<file path="src/rtl/chngy_writeback.sv">
// Write-back stage for change-in-Y updates: pairs each datapath result with its issued
// Y address, queues the pairs and writes them to Y memory over a valid/ready port.
module chngy_writeback #(
    parameter int DATA_W   = 48,
    parameter int ADDR_W   = 10,
    parameter int AQ_DEPTH = 4,
    parameter int WQ_DEPTH = 4
) (
    input  logic              clock,
    input  logic              reset,
    input  logic              addr_valid,
    input  logic [ADDR_W-1:0] addr_in,
    input  logic              done_in,
    input  logic [DATA_W-1:0] result_in,
    input  logic              frame_end,
    output logic              compute_en,
    output logic              mem_valid,
    output logic [ADDR_W-1:0] mem_addr,
    output logic [DATA_W-1:0] mem_wdata,
    input  logic              mem_ready,
    output logic              frame_done,
    output logic              err_orphan,
    output logic              err_ovf,
    output logic [15:0]       wr_count
);
    localparam int AQ_AW  = $clog2(AQ_DEPTH);
    localparam int WQ_AW  = $clog2(WQ_DEPTH);
    localparam int PAIR_W = ADDR_W + DATA_W;
    localparam logic [AQ_AW:0] AQ_FULL = (AQ_AW+1)'(AQ_DEPTH);
    localparam logic [AQ_AW:0] AQ_ONE  = (AQ_AW+1)'(1);
    localparam logic [WQ_AW:0] WQ_FULL = (WQ_AW+1)'(WQ_DEPTH);
    localparam logic [WQ_AW:0] WQ_ONE  = (WQ_AW+1)'(1);

    typedef enum logic [1:0] {IDLE, WRITE, FLUSH} wbStateT;

    logic [ADDR_W-1:0] aqMem [AQ_DEPTH];
    logic [AQ_AW-1:0]  aqWrPtrReg, aqRdPtrReg;
    logic [AQ_AW:0]    aqCountReg;
    logic [PAIR_W-1:0] wqMem [WQ_DEPTH];
    logic [WQ_AW-1:0]  wqWrPtrReg, wqRdPtrReg;
    logic [WQ_AW:0]    wqCountReg;

    wbStateT           stateReg, stateNext;
    logic              framePendReg, framePendNext;
    logic              frameDoneReg, frameDoneNext;
    logic              loadHead, loadNext;
    logic [ADDR_W-1:0] memAddrReg;
    logic [DATA_W-1:0] memWdataReg;
    logic [15:0]       wrCountReg;
    logic              computeEnReg, errOrphanReg, errOvfReg;

    logic              aqEmpty, aqFull, aqPush, aqPop;
    logic              wqEmpty, wqFull, wqPush, wqPop;
    logic              memValid;
    logic [PAIR_W-1:0] loadPair;

    assign memValid = (stateReg == WRITE);
    assign aqEmpty  = (aqCountReg == '0);
    assign aqFull   = (aqCountReg == AQ_FULL);
    assign wqEmpty  = (wqCountReg == '0);
    assign wqPop    = memValid && mem_ready;
    assign wqFull   = (wqCountReg == WQ_FULL) && !wqPop;
    // A same-cycle push into an empty address FIFO is never paired with this done_in.
    assign aqPop    = done_in && !aqEmpty;
    assign aqPush   = addr_valid && (!aqFull || aqPop);
    assign wqPush   = aqPop && !wqFull;
    assign loadPair = loadNext ? wqMem[wqRdPtrReg + WQ_AW'(1)] : wqMem[wqRdPtrReg];

    always_ff @(posedge clock) begin
        if (aqPush) aqMem[aqWrPtrReg] <= addr_in;
        if (wqPush) wqMem[wqWrPtrReg] <= {aqMem[aqRdPtrReg], result_in};
    end

    always_ff @(posedge clock) begin
        if (reset) begin
            aqWrPtrReg <= '0;
            aqRdPtrReg <= '0;
            aqCountReg <= '0;
            wqWrPtrReg <= '0;
            wqRdPtrReg <= '0;
            wqCountReg <= '0;
        end else begin
            if (aqPush) aqWrPtrReg <= aqWrPtrReg + AQ_AW'(1);
            if (aqPop)  aqRdPtrReg <= aqRdPtrReg + AQ_AW'(1);
            if (wqPush) wqWrPtrReg <= wqWrPtrReg + WQ_AW'(1);
            if (wqPop)  wqRdPtrReg <= wqRdPtrReg + WQ_AW'(1);
            case ({aqPush, aqPop})
                2'b10:   aqCountReg <= aqCountReg + AQ_ONE;
                2'b01:   aqCountReg <= aqCountReg - AQ_ONE;
                default: aqCountReg <= aqCountReg;
            endcase
            case ({wqPush, wqPop})
                2'b10:   wqCountReg <= wqCountReg + WQ_ONE;
                2'b01:   wqCountReg <= wqCountReg - WQ_ONE;
                default: wqCountReg <= wqCountReg;
            endcase
        end
    end

    // The write-port head stays in the write FIFO until accepted, so the output
    // registers are reloaded from the FIFO rather than popped into.
    always_comb begin
        stateNext     = stateReg;
        loadHead      = 1'b0;
        loadNext      = 1'b0;
        frameDoneNext = 1'b0;
        framePendNext = framePendReg || frame_end;
        case (stateReg)
            IDLE: begin
                if (!wqEmpty) begin
                    stateNext = WRITE;
                    loadHead  = 1'b1;
                end else if (framePendReg && aqEmpty) begin
                    stateNext = FLUSH;
                end
            end
            WRITE: begin
                if (mem_ready) begin
                    if (wqCountReg > WQ_ONE) loadNext = 1'b1;
                    else stateNext = framePendReg ? FLUSH : IDLE;
                end
            end
            FLUSH: begin
                if (aqEmpty && wqEmpty) begin
                    frameDoneNext = 1'b1;
                    framePendNext = 1'b0;
                    stateNext     = IDLE;
                end else if (!wqEmpty) begin
                    stateNext = WRITE;
                    loadHead  = 1'b1;
                end
            end
            default: stateNext = IDLE;
        endcase
    end

    always_ff @(posedge clock) begin
        if (reset) begin
            stateReg     <= IDLE;
            framePendReg <= 1'b0;
            frameDoneReg <= 1'b0;
            memAddrReg   <= '0;
            memWdataReg  <= '0;
            wrCountReg   <= '0;
            computeEnReg <= 1'b0;
            errOrphanReg <= 1'b0;
            errOvfReg    <= 1'b0;
        end else begin
            stateReg     <= stateNext;
            framePendReg <= framePendNext;
            frameDoneReg <= frameDoneNext;
            if (loadHead || loadNext) begin
                memAddrReg  <= loadPair[PAIR_W-1:DATA_W];
                memWdataReg <= loadPair[DATA_W-1:0];
            end
            if (wqPop) wrCountReg <= wrCountReg + 16'd1;
            // One cycle stale; the -1 margins leave room for one more issue in flight.
            computeEnReg <= (int'(aqCountReg) < AQ_DEPTH - 1) &&
                            (int'(aqCountReg) + int'(wqCountReg) < WQ_DEPTH - 1);
            if (done_in && aqEmpty) errOrphanReg <= 1'b1;
            if ((addr_valid && aqFull && !aqPop) || (aqPop && wqFull)) errOvfReg <= 1'b1;
        end
    end

    assign compute_en = computeEnReg;
    assign mem_valid  = memValid;
    assign mem_addr   = memAddrReg;
    assign mem_wdata  = memWdataReg;
    assign frame_done = frameDoneReg;
    assign err_orphan = errOrphanReg;
    assign err_ovf    = errOvfReg;
    assign wr_count   = wrCountReg;
endmodule

</file>
<file path="config.mk">
export PLATFORM = sky130hd
export DESIGN_NAME = chngy_writeback
export DESIGN_NICKNAME = d
export VERILOG_FILES = /design/src/rtl/chngy_writeback.sv
export SDC_FILE = /design/constraint.sdc
export NUM_CORES = 1
export LEC_CHECK = 0
export CAP_MARGIN = 20
export CORE_AREA = 2 2 162 204
export CTS_CLUSTER_SIZE = 20
export DETAILED_ROUTE_END_ITERATION = 10
export DIE_AREA = 0 0 164 206
export DONT_BUFFER_PORTS = 1
export PLACE_DENSITY_LB_ADDON = 0.12
export SLEW_MARGIN = 30
export SYNTH_ARGS = -nofsm -noshare
export SYNTH_HDL_FRONTEND = slang
export SYNTH_SLANG_ARGS = --single-unit
</file>
<file path="constraint.sdc">
create_clock -name clock -period 8.7 [get_ports clock]
set_input_delay 1.74 -clock clock [delete_from_list [all_inputs] [get_ports clock]]
set_output_delay 1.74 -clock clock [all_outputs]
set_load 0.01 [all_outputs]
</file>
==> metrics.txt <==
initial core utilization=48.9%; Async SR Flop Fraction=0%; WP data required=6.96 ns; Worst Path Max Fanout=8; Slew Limit Headroom=34.6%; max_cap viols=0; post-synthesis cell type with the largest combined area=edfxtp_1; CTS Hold Buffers Added=0; syn_nets=1040; Hold Path Class=flop to flop; ANT nets after route=0; Post-Layout Cell Count=1390; setup bufs post-CTS=0; first-pass GRT wire length=50.7 mm; # fillers=2570; main area contributors after synthesis=edfxtp_1 52%, mux4_2 16%, dfxtp_1 13%; Worst Setup End Kind=output port; Skew-Pair Late Insertion Delay=0.53 ns; count of cell types in the netlist=55; Fmax=294 MHz; Critical Path AT=1.66 ns; crit-path max cell delay=0.59 ns; max layer used=met4; core area=32100 um^2; Leak=0.00555 uW; Overflow after GRT=0; IO buf count=0; critical setup path kind=flop to output port; Via-to-Cell Ratio=6.02; Net count, final=1025; Setup-failing EPs final=0; drt first pass iters=5; total number of vias=8368; area share of the largest cell type after synthesis=52.0%; initial antenna violation count=0; Die X=164 um; layout cells sized above 1=24.4%; status=finished, final reports clean; Cell Chain, Critical Path=inv_1 -> nor2_1; Total Wirelength=33.2 mm; CTS resizes=0; Worst Max-Slew Pin Slew=0.981 ns; EDFF count, synth=272; DRT iter0 DRCs=477; Clock H-tree levels=2; DPL Wire Length=18.6 mm; Avg Inst Size Synth=16.4 um^2; final-report hold violation count=0; Vert. Die Dim=206 um; RSZ-0062 raised after global routing=no; most frequent cells in the layout=272 x edfxtp_1, 113 x mux4_2, 96 x nand2_1; CP Launch Type=flop; Mapped Cells=958; min cycle time layout=3.40 ns; post-route DRC violation count=0; Num CTS Buffers=38; # IOs=143; Clock Tree Buf Depth=3; largest net degree at the start of global routing=86; vias in the first global route=8842; synthesis-to-layout area growth=10.7%; CTS tree=yes; clock tree sinks=371; metal3 WL=2.38 mm; leading cell type in the layout, fill and taps excluded=edfxtp_1; metal2 WL=16.9 mm; register area share after synthesis=64.6%; placed cells=1317; R2R depth=3; GP Congestion=0.739; CTS clk-pin slew, worst paths=0.06 ns; Yosys warnings=0; die area=33800 um^2; Std-Cell Rows=74; #FFs+latches synth=371; hold path cells=2; routed len/inst=23.9 um; Crit-path slowest cell=dfxtp_1; period utilisation layout=39.1%; maximum vdd drop=203 uV; final slew viol count=0; Root Driver=clkbuf_16; post-route setup TNS=0 ns; Antenna Diode Count=0; Post-Syn Area=15700 um^2; Max Clock Skew=0.0142 ns; met1 wire length=13.0 mm; FF-to-FF setup slack=6.02 ns; Primary FF master, synth=edfxtp_1; Pwr per Cell Area=305 nW/um^2; Total GRT Usage=19.9%
per-stage QoR:
stage	setup WS (ns)	hold slack (ns)	util [%]	instance area [um^2]	total power, uW
after floorplan	4.60	0.484	-	15700	3390
after global placement	4.92	0.503	49.9	16000	3680
after detailed placement	4.86	0.516	49.9	16000	3710
after CTS	5.26	0.526	53.9	17300	5350
after global routing	5.22	0.556	54.2	17400	5580
final	5.30	0.525	54.2	17400	5310
worst paths after layout:
check,startpoint,endpoint
worst min register to register,aqRdPtrReg[1]$_SDFFE_PP0P_,aqRdPtrReg[1]$_SDFFE_PP0P_
worst max-delay path,stateReg[0]$_SDFFE_PP0P_,mem_valid
worst min-delay path,aqRdPtrReg[1]$_SDFFE_PP0P_,aqRdPtrReg[1]$_SDFFE_PP0P_
worst max register to register,stateReg[0]$_SDFFE_PP0P_,wqMem[1][6]$_DFFE_PP_
metal layers:
metal / global-route usage, % / vias up
met5: 0 / -
met4: 6.14 / 0
met3: 5.62 / 51
met2: 35.4 / 198
met1: 23.5 / 4298
li1: - / 3821
logic make-up (layout without fill, tap and decap cells):
logic type | count (synthesis) | after routing | synth area share [%]
compound gates | 122 | 122 | 6.10
xor+xnor | 15 | 15 | 0.836
fa+ha+maj | 18 | 18 | 1.53
buf+inv | 80 | 94 | 2.32
flops | 371 | 371 | 64.6
mux | 145 | 145 | 18.4
simple gates | 207 | 207 | 6.28
state kept, by name, indices dropped and copies added (netlist names), 2 cells and up, named ones only:
name	cells
wqCountReg	3
aqWrPtrReg	2
wqRdPtrReg	2
stateReg	2
aqCountReg	3
mem_wdata	48
aqMem	40
wqWrPtrReg	2
mem_addr	10
wr_count	16
aqRdPtrReg	2
wqMem	232
report_power, final:
group	internal, uW	total, uW	switching [uW]
Sequential	2250	2560	309
Combinational	522	1120	597
Clock	981	1630	649
Total	3760	5310	1560
Yosys cell counts (all sizes together) (4+ instances only):
master,instances
edfxtp,272
mux4,113
dfxtp,99
nand2,96
buf,39
nor2,36
a32oi,34
clkbuf,27
nor3,27
o22ai,24
mux2,17
ha,16
a21oi,15
a31o,15
mux2i,15
inv,14
o221ai,13
and2,8
nand3,8
xnor2,8
xor2,7
a211oi,5
nand4,5
nor2b,5
o31ai,4
or3,4
critical path: cells and delay by family (launching register included):
family        cells  cell delay (ns)
flops             1             0.59
simple gates      1             0.32
buf+inv           1             0.22
layout make-up:
cell class	count	area, um^2	share of cell area, %
flip-flops and latches	371	10200	58.4
multi-input cells	507	5240	30.1
repair buffers	11	151	0.870
clock buffers	52	1110	6.36
well taps	418	523	3.01
inverters	14	52.6	0.302
clock inverters	17	160	0.920
No activity file was read; power rests on OpenSTA's default activity.
